--- src/rtl/adpcma_pkg.sv ---
// adpcma_pkg: shared sizes, step/index tables and saturation helper for the
// ADPCM-A channel engine.
package adpcma_pkg;

  localparam int NCH     = 6;
  localparam int ADDR_W  = 16;
  localparam int CNT_W   = 25;
  localparam int ACC_W   = 12;
  localparam int IDX_W   = 6;
  localparam int STEP_W  = 11;
  localparam int IDX_MAX = 48;

  localparam logic [STEP_W-1:0] STEP_TBL [49] = '{
    11'd16,   11'd17,   11'd19,   11'd21,   11'd23,   11'd25,   11'd28,
    11'd31,   11'd34,   11'd37,   11'd41,   11'd45,   11'd50,   11'd55,
    11'd60,   11'd66,   11'd73,   11'd80,   11'd88,   11'd97,   11'd107,
    11'd118,  11'd130,  11'd143,  11'd157,  11'd173,  11'd190,  11'd209,
    11'd230,  11'd253,  11'd279,  11'd307,  11'd337,  11'd371,  11'd408,
    11'd449,  11'd494,  11'd544,  11'd598,  11'd658,  11'd724,  11'd796,
    11'd876,  11'd963,  11'd1060, 11'd1166, 11'd1282, 11'd1411, 11'd1552
  };

  // Step-index adjustment indexed by nibble magnitude.
  function automatic logic signed [4:0] idx_delta(input logic [2:0] mag);
    case (mag)
      3'd4:    idx_delta = 5'sd2;
      3'd5:    idx_delta = 5'sd5;
      3'd6:    idx_delta = 5'sd7;
      3'd7:    idx_delta = 5'sd9;
      default: idx_delta = -5'sd1;
    endcase
  endfunction

  function automatic logic [15:0] sat16(input logic signed [17:0] v);
    if (v > 18'sd32767)       sat16 = 16'h7FFF;
    else if (v < -18'sd32768) sat16 = 16'h8000;
    else                      sat16 = v[15:0];
  endfunction

endpackage

--- src/rtl/adpcma_dec.sv ---
// adpcma_dec: one ADPCM-A decode step, applied to the channel selected by the
// one-hot ch_sel, with acc/idx storage for all channels.
module adpcma_dec
  import adpcma_pkg::*;
(
  input  logic             clk,
  input  logic             rst_n,
  input  logic             cen6,
  input  logic [NCH-1:0]   ch_sel,
  input  logic             clr,
  input  logic             step_en,
  input  logic [3:0]       data,
  output logic [ACC_W-1:0] acc
);

  logic [ACC_W-1:0]  acc_mem [NCH];
  logic [IDX_W-1:0]  idx_mem [NCH];
  logic [IDX_W-1:0]  idx_cur;
  logic [STEP_W-1:0] step;
  logic [14:0]       prod;
  logic [ACC_W-1:0]  d;
  logic [ACC_W-1:0]  acc_nxt;
  logic signed [7:0] idx_sum;
  logic [IDX_W-1:0]  idx_nxt;

  // Pick the stored state of the channel occupying this slot
  always_comb begin
    acc     = '0;
    idx_cur = '0;
    for (int i = 0; i < NCH; i++) begin
      if (ch_sel[i]) begin
        acc     = acc_mem[i];
        idx_cur = idx_mem[i];
      end
    end
  end

  // Decode arithmetic: accumulator wraps, index clamps to the table
  always_comb begin
    step    = STEP_TBL[idx_cur];
    prod    = 15'(step) * 15'({data[2:0], 1'b1});
    d       = prod[14:3];
    acc_nxt = data[3] ? (acc - d) : (acc + d);
    idx_sum = $signed({2'b00, idx_cur}) + 8'(idx_delta(data[2:0]));
    if (idx_sum < 8'sd0)       idx_nxt = '0;
    else if (idx_sum > 8'sd48) idx_nxt = IDX_W'(IDX_MAX);
    else                       idx_nxt = idx_sum[IDX_W-1:0];
  end

  // Per-channel state update: clear on key-on, step while playing
  always_ff @(posedge clk or negedge rst_n) begin
    if (!rst_n) begin
      for (int i = 0; i < NCH; i++) begin
        acc_mem[i] <= '0;
        idx_mem[i] <= '0;
      end
    end else if (cen6) begin
      for (int i = 0; i < NCH; i++) begin
        if (ch_sel[i]) begin
          if (clr) begin
            acc_mem[i] <= '0;
            idx_mem[i] <= '0;
          end else if (step_en) begin
            acc_mem[i] <= acc_nxt;
            idx_mem[i] <= idx_nxt;
          end
        end
      end
    end
  end

endmodule

--- src/rtl/adpcma_chan_engine.sv ---
// adpcma_chan_engine: 6-channel time-multiplexed ADPCM-A engine. Slot
// sequencer, START/END registers, key on/off, nibble address counters,
// ROM address outputs and the saturating mixer live here; decoding is in
// adpcma_dec.
module adpcma_chan_engine
  import adpcma_pkg::*;
(
  input  logic        clk,
  input  logic        rst_n,
  input  logic        cen6,
  input  logic [15:0] addr_in,
  input  logic [2:0]  addr_ch,
  input  logic        up_start,
  input  logic        up_end,
  input  logic [7:0]  aon_cmd,
  input  logic        up_aon,
  input  logic [3:0]  data,
  input  logic [5:0]  sum_en,
  output logic [19:0] addr_out,
  output logic [3:0]  bank,
  output logic        sel,
  output logic        roe_n,
  output logic [15:0] pcm_dec,
  output logic [15:0] pcm_out
);

  logic [NCH-1:0]     cur_ch, en_ch, nxt_cur;
  logic               match;
  logic [ADDR_W-1:0]  start_r [NCH];
  logic [ADDR_W-1:0]  end_r   [NCH];
  logic [CNT_W-1:0]   cnt     [NCH];
  logic [NCH-1:0]     on, kon_p, koff_p;
  logic [7:0]         aon_q, aon_src;
  logic               aon_pend, apply;
  logic [CNT_W-1:0]   cnt_nxt;
  logic               on_nxt, on_cur, kon_cur, koff_cur;
  logic               dec_clr, dec_step;
  logic [ACC_W-1:0]   acc_cur;
  logic [15:0]        term;
  logic signed [17:0] sum, sum_nxt;

  assign match    = (cur_ch == en_ch);
  assign nxt_cur  = {cur_ch[NCH-2:0], cur_ch[NCH-1]};
  // A command arriving on the apply slot is used directly, displacing any older one.
  assign apply    = cen6 && cur_ch[NCH-1] && (up_aon || aon_pend);
  assign aon_src  = up_aon ? aon_cmd : aon_q;
  assign on_cur   = |(on & cur_ch);
  assign kon_cur  = |(kon_p & cur_ch);
  assign koff_cur = |(koff_p & cur_ch);
  assign dec_clr  = match && kon_cur;
  assign dec_step = match && on_cur && !kon_cur && !koff_cur;

  // Slot rotation: cur_ch every slot, en_ch once per 6-slot group
  always_ff @(posedge clk or negedge rst_n) begin
    if (!rst_n) begin
      cur_ch <= NCH'(1);
      en_ch  <= NCH'(1);
    end else if (cen6) begin
      cur_ch <= nxt_cur;
      if (cur_ch[NCH-1]) en_ch <= {en_ch[0], en_ch[NCH-1:1]};
    end
  end

  // START/END register writes, captured on any clock
  always_ff @(posedge clk or negedge rst_n) begin
    if (!rst_n) begin
      for (int i = 0; i < NCH; i++) begin
        start_r[i] <= '0;
        end_r[i]   <= '0;
      end
    end else begin
      for (int i = 0; i < NCH; i++) begin
        if (addr_ch == 3'(i)) begin
          if (up_start) start_r[i] <= addr_in;
          if (up_end)   end_r[i]   <= addr_in;
        end
      end
    end
  end

  // Key command holding register
  always_ff @(posedge clk or negedge rst_n) begin
    if (!rst_n) begin
      aon_q    <= '0;
      aon_pend <= 1'b0;
    end else begin
      if (up_aon) aon_q <= aon_cmd;
      if (cen6 && cur_ch[NCH-1]) aon_pend <= 1'b0;
      else if (up_aon)           aon_pend <= 1'b1;
    end
  end

  // Per-channel key handling and nibble counters, advanced in match slots
  always_ff @(posedge clk or negedge rst_n) begin
    if (!rst_n) begin
      on     <= '0;
      kon_p  <= '0;
      koff_p <= '0;
      for (int i = 0; i < NCH; i++) cnt[i] <= '0;
    end else if (cen6) begin
      for (int i = 0; i < NCH; i++) begin
        if (match && cur_ch[i]) begin
          if (kon_p[i]) begin
            cnt[i]   <= {start_r[i], 9'd0};
            on[i]    <= 1'b1;
            kon_p[i] <= 1'b0;
          end else if (koff_p[i]) begin
            on[i]     <= 1'b0;
            koff_p[i] <= 1'b0;
          end else if (on[i]) begin
            if (cnt[i] == {end_r[i], 9'h1FF}) on[i] <= 1'b0;
            else                              cnt[i] <= cnt[i] + CNT_W'(1);
          end
        end
        // Placed last so a fresh command overrides a same-slot consume on ch5.
        if (apply && aon_src[i]) begin
          kon_p[i]  <= ~aon_src[7];
          koff_p[i] <= aon_src[7];
        end
      end
    end
  end

  // Counter/on state of the channel that owns the next slot
  always_comb begin
    cnt_nxt = '0;
    on_nxt  = 1'b0;
    for (int i = 0; i < NCH; i++) begin
      if (nxt_cur[i]) begin
        cnt_nxt = cnt[i];
        on_nxt  = on[i];
      end
    end
  end

  // Registered ROM bus, presented one slot ahead of the data sample
  always_ff @(posedge clk or negedge rst_n) begin
    if (!rst_n) begin
      addr_out <= '0;
      bank     <= '0;
      sel      <= 1'b0;
      roe_n    <= 1'b1;
    end else if (cen6) begin
      addr_out <= cnt_nxt[20:1];
      bank     <= cnt_nxt[24:21];
      sel      <= cnt_nxt[0];
      roe_n    <= ~on_nxt;
    end
  end

  adpcma_dec u_dec (
    .clk     (clk),
    .rst_n   (rst_n),
    .cen6    (cen6),
    .ch_sel  (cur_ch),
    .clr     (dec_clr),
    .step_en (dec_step),
    .data    (data),
    .acc     (acc_cur)
  );

  assign pcm_dec = on_cur ? {acc_cur, 4'b0000} : 16'h0000;
  assign term    = (|(sum_en & cur_ch)) ? pcm_dec : 16'h0000;
  assign sum_nxt = (cur_ch[0] ? 18'sd0 : sum) + 18'($signed(term));

  // Mixer: accumulate one term per slot, publish saturated sum every 6 slots
  always_ff @(posedge clk or negedge rst_n) begin
    if (!rst_n) begin
      sum     <= '0;
      pcm_out <= '0;
    end else if (cen6) begin
      sum <= sum_nxt;
      if (cur_ch[NCH-1]) pcm_out <= sat16(sum_nxt);
    end
  end

endmodule

--- config.mk ---
export PLATFORM = sky130hd
export DESIGN_NAME = adpcma_chan_engine
export DESIGN_NICKNAME = d
export VERILOG_FILES = /design/src/rtl/adpcma_pkg.sv /design/src/rtl/adpcma_dec.sv /design/src/rtl/adpcma_chan_engine.sv
export SDC_FILE = /design/constraint.sdc
export NUM_CORES = 1
export LEC_CHECK = 0
export CORE_MARGIN = 2
export CORE_UTILIZATION = 58
export CTS_BUF_LIST = sky130_fd_sc_hd__clkbuf_8
export CTS_CLUSTER_SIZE = 20
export DETAILED_ROUTE_END_ITERATION = 6
export PLACE_DENSITY = 0.8
export SYNTH_ARGS = -nofsm -noshare
export SYNTH_HDL_FRONTEND = slang
export SYNTH_SLANG_ARGS = --single-unit
--- constraint.sdc ---
create_clock -name clk -period 6.7 [get_ports clk]
set_input_delay 1.34 -clock clk [delete_from_list [all_inputs] [get_ports clk]]
set_output_delay 1.34 -clock clk [all_outputs]
set_load 0.01 [all_outputs]
**Yosys cells after proc, flatten, opt, wreduce, memory -nomap -nowiden**

Memories as Yosys holds them, arrays and structs flattened.
Cells that the tools add are included.

- Register bits: 549
- ROM bits: 704
- Input bits: 43
- Output and inout bits: 58
- Word-level logic and storage cells: 320
- Memories kept: 1

- $add $sub $neg: 10
- $mul: 1
- Magnitude comparators: 5
- Eq/ne operators: 34
- Muxes and demuxes: 120
- Bitwise gates (word level): 7
- Reduce and logical (&&, ||, !) cells: 83

Memory list:

| memory | words | width | rd ports | clocked after Yosys merged registers in | wr ports | RTL line | RTL |
|---|---|---|---|---|---|---|---|
| (no name shown) | 64 | 11 | 1 | 0 | 0 | adpcma_dec.sv:40 | `step = STEP_TBL[idx_cur];` |

Operator list:

| kind | number |
|---|---|
| 25-bit two-way mux | 30 |
| 25-bit by 1-bit adder with 25-bit output (second input constant) | 6 |
| 25-bit equality test | 6 |
| 12-bit two-way mux | 9 |
| 16-bit two-way mux | 4 |
| 1-bit two-way mux | 62 |
| 6-bit two-way mux | 10 |
| 2-bit AND reduction | 25 |
| 3-bit AND reduction | 12 |
| 5-bit AND reduction | 6 |
| 2-bit nonzero test | 14 |
| 6-bit AND | 4 |
| 2-bit != test (second input constant) | 12 |
| 6-bit OR reduction | 4 |
| 11-bit two-way mux | 2 |
| 5-bit one-hot mux with 4 select lines | 1 |
| 18-bit by 16-bit adder with 18-bit output | 1 |
| 3-bit equality test (second input constant) | 6 |
| 18-bit by 16-bit greater-than comparator with 1-bit output (second input constant) | 1 |
| 1-bit logical AND | 18 |
| 18-bit by 16-bit < comparator with 1-bit output (second input constant) | 1 |
| 18-bit two-way mux | 1 |
| 11-bit by 4-bit multiplier with 15-bit output | 1 |
| 12-bit adder | 1 |
| other kinds (15) | 23 |

**Depth between registers and ports, before layout**

Gate-level depths: netlist (run 1).

- Depth in word-level cells: 15
- Gate-level depth with buffers: 35
- Depth with buffers taken out: 33

**Cells and area by module**

Synthesis (run 1) repeated with hierarchy kept, for this count alone.

- Cell total of the unflattened synthesis: 3322
- Area total of the unflattened synthesis: 30908.4 um2

By module, submodules not included:

| module | instances | cells an instance | area each (um2) | seq. area each (um2) |
|---|---|---|---|---|
| adpcma_chan_engine | 1 | 2355 | 22989.5 | 11014.3 |
| adpcma_dec | 1 | 967 | 7918.8 | 2702.6 |

**Least setup slack after synthesis (run 1)**

Ideal clock, no wire load.

- Path kind: register to register
- Start point: register cur_ch[4]
- End point: register u_dec.acc_mem[11] (netlist bit)
- Library setup time: 0.140 ns
- Arrival: 7.152 ns
- Data required time: 6.560 ns
- Path slack: -0.592 ns
- Stages on the path, launching flop included: 33
- Path buffers: 2
- Clock period less this slack: 7.292 ns
- Cell sequence: dfrtp_1 buf_2 buf_4 nor2b_1 o31ai_1 o31a_1 inv_2 ha_1 mux2i_1 o22ai_1 nor3_1 nand2_1 fa_1 inv_1 fa_1 fa_1 a21o_1 a21oi_1 o211ai_1 o31ai_1 xnor2_1 or2_1 or3_1 o32ai_1 o21a_1 a31oi_1 xor2_1 ha_1 o21ai_0 nand2b_1 xor2_1 xnor2_2 o31ai_2

- Word-level cells in the longest chain between the ends: 11
- Elaborated cells on any way between the ends: 29
- Those cells by class: add/sub (2); mul (1); eq/ne (1); mux (9); bitwise (4); reduce/logical (11); memory (1)

RTL lines:

| element | RTL line | RTL |
|---|---|---|
| start, declared | adpcma_chan_engine.sv:27 | `logic [NCH-1:0] cur_ch, en_ch, nxt_cur;` |
| start signal, assigned | adpcma_chan_engine.sv:59 | `cur_ch <= nxt_cur;` |
| 6-bit two-way mux (2 in a row) | adpcma_dec.sv:31 | `if (ch_sel[i]) begin` |
| 6-bit inverter with 7-bit output (not written as such) | adpcma_dec.sv:40 |  |
| memory 64 x 11 bit | n/a |  |
| 11-bit two-way mux (not written as such) (2 in a row) | adpcma_dec.sv:40 |  |
| 11-bit by 4-bit multiplier with 15-bit output | adpcma_dec.sv:41 | `prod = 15'(step) * 15'({data[2:0], 1'b1});` |
| 12-bit adder or 12-bit subtractor (tied branches) | adpcma_dec.sv:43 | `acc_nxt = data[3] ? (acc - d) : (acc + d);` |
| 12-bit two-way mux | adpcma_dec.sv:43 |  |
| 12-bit two-way mux | adpcma_dec.sv:63 | `end else if (step_en) begin` |
| 12-bit two-way mux | adpcma_dec.sv:60 | `if (clr) begin` |
| end signal, assigned by index | adpcma_dec.sv:64 | `acc_mem[i] <= acc_nxt;` |
| end, declared | adpcma_dec.sv:16 | `logic [ACC_W-1:0] acc_mem [NCH];` |

Parallel ways exist; a longest one is shown, timed or not. The select of a mux whose other input is x is not followed.
A chain may end at the register's enable or synchronous reset.

**Final worst setup path (run 1)**

- Start point: register cur_ch[5]
- End point: register u_dec.acc_mem[11] (netlist bit)

- Word-level cells in the longest chain between the ends: 10
- Elaborated cells on any way between the ends: 27
- Those cells by class: add/sub (2); mul (1); eq/ne (1); mux (7); bitwise (4); reduce/logical (11); memory (1)

RTL lines:

| element | RTL line |
|---|---|
| 6-bit two-way mux | adpcma_dec.sv:31 |
| 6-bit inverter with 7-bit output (not written as such) | adpcma_dec.sv:40 |
| memory 64 x 11 bit | n/a |
| 11-bit two-way mux (not written as such) (2 in a row) | adpcma_dec.sv:40 |
| 11-bit by 4-bit multiplier with 15-bit output | adpcma_dec.sv:41 |
| 12-bit adder or 12-bit subtractor (tied branches) | adpcma_dec.sv:43 |
| 12-bit two-way mux | adpcma_dec.sv:43 |
| 12-bit two-way mux | adpcma_dec.sv:63 |
| 12-bit two-way mux | adpcma_dec.sv:60 |

Parallel ways exist; a longest one is shown, timed or not. The select of a mux whose other input is x is not followed.

==> results.toml, run 1 <==
[outcome]
status = "complete, but fails checks"
violations = "setup timing"

[floorplanning]
initial_utilization = 0.585
rows = 84
die_x_um = 234
fp.dieArea_um2 = 54700
die_h_um = 234
core_area_um2 = 52400
ios = 101

[yosys]
synthDominantCellAreaShare = 0.445
ys.flop_type = "dfrtp_1"
synth_area_um2 = 30700
netlist_top_cells_area = "dfrtp_1 (44%), mux2_2 (8.8%), a21oi_1 (4.7%)"
yosysTopAreaCell = "dfrtp_1"
synth_edf_count = 0
synthCells = 3267
syn_avg_cell_area_um2 = 9.39
yosysSeqAreaShare = 0.447
yosys_register_bits = 548
async_flop_share = 1.00
ys_warn_count = 0
yosysUniqueCellTypes = 83

[worst_setup_path]
cpPeakStageDelay_ns = 0.57
critPathMaxFanout = 6
cpMaxStageDelayCell = "fa_1"
crit_required_ns = 7.19
worstSetupStartpointType = "flip-flop"
reg2reg_to = "u_dec.acc_mem[11]"
crit_end = "u_dec.acc_mem[11]"
r2r-start = "cur_ch[5]"
worstSetupPathType = "reg -> reg"
cp_data_arrival_time_ns = 7.90
crit_path_start = "cur_ch[5]"
worst_setup_path_end_kind = "flip-flop"
r2r_setup_slack_ns = -0.71
r2r_cells = 31

[layout]
diodes = 0
drive_gt1_frac = 0.220
fillers = 3751
fin_util = 0.694
final_common_cell = "dfrtp_1"
syn_to_final_growth_pct = 18.6
ff_latch_area_um2 = 13700
multi_input_area_um2 = 16700
final_cell_mix = "dfrtp_1 (541), nand2_1 (350), nor2_1 (337)"
layout.nets = 3612

[placed_design]
hpwlAfterDp_um = 60500
io_buffers = 95
gp_congestion = 0.931

[clocking]
htreeDepth = 3
clk_latency_ns = 0.72
cts_hold_buffers = 0
tritoncts = "done"
cts-buffers-inserted = 91
clkSinkCount = 548
path_clk_slew_ns = 0.06
cts_buffer_depth = 3
cts_root_buf = "clkbuf_8"

[timing]
fin_skew_ns = 0.0624
slew_viol_final = 0
hold_viol = 0
setup_viol = 31
rsz0062_at_grt = "true"
worst_slack_ns = -0.707
max_freq_ghz = 0.135
fin_crit_ns = 7.41
tns_ns = -13.30
fin_crit_sh = 1.11
max_slew_margin = 0.0463
tightest_slew_ns = 1.43

[run]
cap_viol_max_count = 0

[route]
via_count = 27000
wl_um = 90100
drt-initial-drc-count = 3194
drcViolationCount = 0
viasPerCell = 6.36
wire_per_inst_um = 21.2
antenna_left = 0
dr.pass1.iters = 6

[worst_hold_path]
hp-class = "reg -> reg"

[global_route]
grt_util_all_layers = 0.325
grt_pass1_wl_um = 140000
first_global_vias = 26200
antenna_found_initial = 4
grt_overflow_total = 0
grt_max_degree = 128
## cell families (layout without fill, tap and decap cells)
kind of cell,count (synthesis),after routing,share of synthesized area
and+or+nand+nor,1088,1088,0.161
AOI/OAI and AO/OA,802,803,0.164
DFF,548,548,0.447
buffers and inverters,282,567,0.0359
muxes,265,265,0.0963
xor gates and xnor gates,198,198,0.0570
adders and majority gates,83,83,0.0390
other,1,4,0.000122
## cell type report
type | instances | area share
well taps | 688 | 0.0237
clock buffers | 114 | 0.0431
flip-flops and latches | 548 | 0.377
multi-input cells | 2441 | 0.460
repair buffers | 331 | 0.0775
inverters | 73 | 0.00781
clock inverters | 49 | 0.0104
## worst max-delay path: cells and delay by family (launching register included)
| family | cells | cell delay [ns] |
|---|---|---|
| fa+ha+maj | 5 | 1.90 |
| buf+inv | 2 | 0.20 |
| xor+xnor | 4 | 0.80 |
| compound gates | 14 | 2.73 |
| flops | 1 | 0.40 |
| simple gates | 6 | 1.18 |
## sequential cells by signal (all words and copies together), names as in the netlist
signal	count
end_r	96
cnt	150
on	6
u_dec.idx_mem	36
u_dec.acc_mem	72
sel	1
start_r	96
sum	18
koff_p	6
en_ch	6
addr_out	20
cur_ch	6
kon_p	6
bank	4
aon_pend	1
roe_n	1
pcm_out	16
aon_q	7
## layer usage
metal	global-route usage	vias to the layer above	share of wire
li1	-	12100	-
met1	0.445	13200	0.41
met2	0.512	1439	0.47
met3	0.0554	283	0.085
met4	0.140	2	0.037
met5	0	-	0.00018
## repair_timing
action	4_1_cts	5_1_grt
cloned	1	0
endpoints found under the setup margin	36	47
resized for setup	46	88
pin swaps	45	56
buffers inserted	25	20
## stage by stage
step                hold WS (ns)  instances  setup slack [ns]  instance area [um^2]
floorplan                  0.437       3270            -0.246                 30900
global placement           0.452       4041            -0.558                 33400
detailed placement         0.458       4041            -0.769                 33400
CTS                        0.471       4228            -0.689                 35800
global route               0.496       4244             -1.02                 36400
finish                     0.474       4244            -0.707                 36400
## worst min path at each step
stage	start	to	slack, ns	cells past startpoint
3_3_place_gp	u_dec.acc_mem[40]	u_dec.acc_mem[40]	0.45	2
6_report	u_dec.acc_mem[44]	u_dec.acc_mem[44]	0.47	2
4_1_cts	u_dec.acc_mem[44]	u_dec.acc_mem[44]	0.47	2
3_5_place_dp	u_dec.acc_mem[44]	u_dec.acc_mem[44]	0.46	2
2_1_floorplan	u_dec.idx_mem[25]	u_dec.idx_mem[25]	0.44	2
5_1_grt	u_dec.acc_mem[40]	u_dec.acc_mem[40]	0.50	2
## cells in the mapped netlist, types with 7 or more instances
library cell / count
xor2_1: 104
a31oi_1: 39
nand2_1: 357
o21ai_0: 176
nor2_1: 347
o21a_1: 8
xnor2_1: 92
o211ai_1: 19
nand4_1: 37
nor2b_1: 33
buf_1: 25
dfrtp_1: 545
a21o_1: 22
and4_1: 8
fa_1: 21
clkbuf_1: 168
nand2b_1: 13
and3_1: 53
or3_1: 14
and2_1: 36
a21oi_1: 286
mux2i_1: 25
nor4_1: 19
nor3_1: 50
o31ai_1: 33
buf_2: 9
inv_1: 64
o22ai_1: 65
a221o_1: 52
nand3_1: 88
mux2_2: 240
ha_1: 62
or2_2: 7
a31o_2: 8
o31ai_2: 8
a211oi_1: 8
a22oi_1: 21
Power of run 1 is left out: the tool's default activity adds up to more than one toggle a clock period on the data nets, which glitch-free logic cannot reach.
==> run 2: changes to the inputs <==
--- a/config.mk
+++ b/config.mk
@@ -5,12 +5,14 @@
 export SDC_FILE = /design/constraint.sdc
 export NUM_CORES = 1
 export LEC_CHECK = 0
+export CELL_PAD_IN_SITES_DETAIL_PLACEMENT = 1
+export CELL_PAD_IN_SITES_GLOBAL_PLACEMENT = 2
 export CORE_MARGIN = 2
-export CORE_UTILIZATION = 58
-export CTS_BUF_LIST = sky130_fd_sc_hd__clkbuf_8
+export CORE_UTILIZATION = 37
+export CTS_BUF_LIST = sky130_fd_sc_hd__clkbuf_2
 export CTS_CLUSTER_SIZE = 20
 export DETAILED_ROUTE_END_ITERATION = 6
-export PLACE_DENSITY = 0.8
+export PLACE_DENSITY = 0.79
 export SYNTH_ARGS = -nofsm -noshare
 export SYNTH_HDL_FRONTEND = slang
 export SYNTH_SLANG_ARGS = --single-unit
==> run 2 against run 1 <==
The flow still finishes with violations (setup timing). Flip-flop and latch count is the same. Clock skew grew 0.075 ns. Final cell count grew 12%. Critical path depth grew 6. Utilization shrank 25 points. Die area grew 56%. Worst hold slack gained 0.0036 ns. Non-clock buffer count grew 5. Routed wire length grew 16%. Clock-buffer cell count grew 106. Register-to-register slack lost 0.18 ns. Critical path type unchanged.
==> results.toml, run 2 (synthesis gave the netlist of run 1 again) <==
[layout]
largestRegisters = "cnt: 150 flops, end_r: 96 flops, start_r: 96 flops"
layout.nets = 3680
final_common_cell = "dfrtp_1"
postLayoutCellArea_um2 = 36400
largest_reg_flops = 150
syn_to_final_growth_pct = 18.7
drive_gt1_frac = 0.245
final_cell_mix = "dfrtp_1 (540), nand2_1 (350), nor2_1 (334)"
stdcell_count = 4733
largest_register = "cnt"
fillers = 9382

[timing]
slew_viol_final = 0
worst_slack_ns = -0.891
tns_ns = -20.75
max_slew_margin = 0.181
rsz0062_at_grt = "true"
fin_crit_ns = 7.59
setup_viol = 36
fin_skew_ns = 0.137
tightest_slew_ns = 1.22
hold_viol = 0
fin_crit_sh = 1.13
max_freq_ghz = 0.132

[clocking]
tritoncts = "done"
path_clk_slew_ns = 0.11
cts_buffer_depth = 3
htreeDepth = 4
cts_root_buf = "clkbuf_2"
clkSinkCount = 548
clk_latency_ns = 1.40
cts-buffers-inserted = 154

[route]
routed-wl-met2_um = 49400
dr.pass1.iters = 5
drt-initial-drc-count = 1577
wire_per_inst_um = 22.1
drcViolationCount = 0
met3WireLength_um = 5060
wl_met1_um = 47700
viasPerCell = 5.66
antenna_left = 0
via_count = 26800
highest_layer = "met4"
wl_um = 105000

[placed_design]
dp_slack_ns = -0.929
hpwlAfterDp_um = 72200
dpl_cell_area_um2 = 34100
gp_congestion = 0.848
io_buffers = 95
dpl.cell_count = 4441

[worst_setup_path]
r2r-start = "cur_ch[3]"
cp_data_arrival_time_ns = 8.75
worstSetupStartpointType = "flip-flop"
reg2reg_to = "u_dec.acc_mem[58]"
crit_required_ns = 7.86
critPathMaxFanout = 6
cp_num_buf_inv = 7
worst_setup_path_end_kind = "flip-flop"
worstSetupPathType = "reg -> reg"
cpPeakStageDelay_ns = 0.48
r2r_cells = 37
cp.depth = 37
r2r_setup_slack_ns = -0.89
cpMaxStageDelayCell = "dfrtp_4"
critical-path-top-delay-family = "compound AO/OA/AOI/OAI gates"

[worst_hold_path]
min_path_cells = 2
hold_start = "roe_n"
holdPathEnd = "roe_n"
hp-class = "reg -> reg"

[outcome]
status = "complete, but fails checks"
violations = "setup timing"

[floorplanning]
ios = 101
initial_utilization = 0.373
fp.dieArea_um2 = 85200
die_x_um = 292
rows = 105
die_h_um = 292
core_area_um2 = 82100

[global_route]
grt_max_degree = 157
antenna_found_initial = 6
grt_util_all_layers = 0.246
grt_pass1_wl_um = 165000
grt_overflow_total = 0
first_global_vias = 28700

[run]
cap_viol_max_count = 0
[run 2: cell types whose count changed in the layout (fill, tap and decap cells not counted), moves of 5 or more]
cell      change
buf_6         +5
clkbuf_2    +220
clkbuf_8    -114
clkinv_1     +22
clkinv_2      -8
diode_2       +5
inv_1        -25
[run 2: area by class of cell]
cell class | count | area, um^2 | share of cell area
diodes | 5 | 12.5 | 0.000344
clock buffers | 220 | 1100 | 0.0302
clock inverters | 40 | 249 | 0.00684
inverters | 73 | 282 | 0.00773
multi-input cells | 2441 | 16800 | 0.462
flip-flops and latches | 548 | 13700 | 0.377
well taps | 1070 | 1340 | 0.0368
repair buffers | 336 | 2860 | 0.0787
[run 2: per-layer routing]
metal / vias to the layer above / GRT usage
met2: 686 / 0.401
met4: 0 / 0.0782
met3: 183 / 0.0419
met1: 13700 / 0.332
li1: 12200 / -
met5: - / 0
[run 2: how the worst max path moves through the flow]
| stage | start | slack, ns | endpoint |
|---|---|---|---|
| floorplan | cur_ch[5] | -0.25 | u_dec.acc_mem[11] |
| global placement | cur_ch[3] | -0.78 | u_dec.acc_mem[59] |
| detailed placement | cur_ch[3] | -0.93 | u_dec.acc_mem[59] |
| CTS | cur_ch[3] | -0.91 | u_dec.acc_mem[23] |
| global route | cur_ch[3] | -1.24 | u_dec.acc_mem[11] |
| finish | cur_ch[3] | -0.89 | u_dec.acc_mem[58] |
[run 2: through the flow]
stage	hold slack [ns]	util
6_report	0.478	0.443
5_1_grt	0.464	0.443
4_1_cts	0.410	0.437
3_5_place_dp	0.466	0.415
3_3_place_gp	0.452	0.415
2_1_floorplan	0.437	-
[run 2: what timing repair did]
| action | 4_1_cts | 5_1_grt |
|---|---|---|
| hold endpoints to repair | 79 | 0 |
| cloned | 1 | 0 |
| buffers inserted | 14 | 20 |
| setup endpoints to repair | 45 | 50 |
| pin swaps | 12 | 45 |
| gates resized for setup | 78 | 76 |
| hold buffers | 1 | 0 |
[run 2: worst min-delay path: stages (launching register included)]
cell     delay, ns
dfstp_2       0.39
inv_1         0.04
o21ai_0       0.06
Power of run 2 is left out for the same reason.
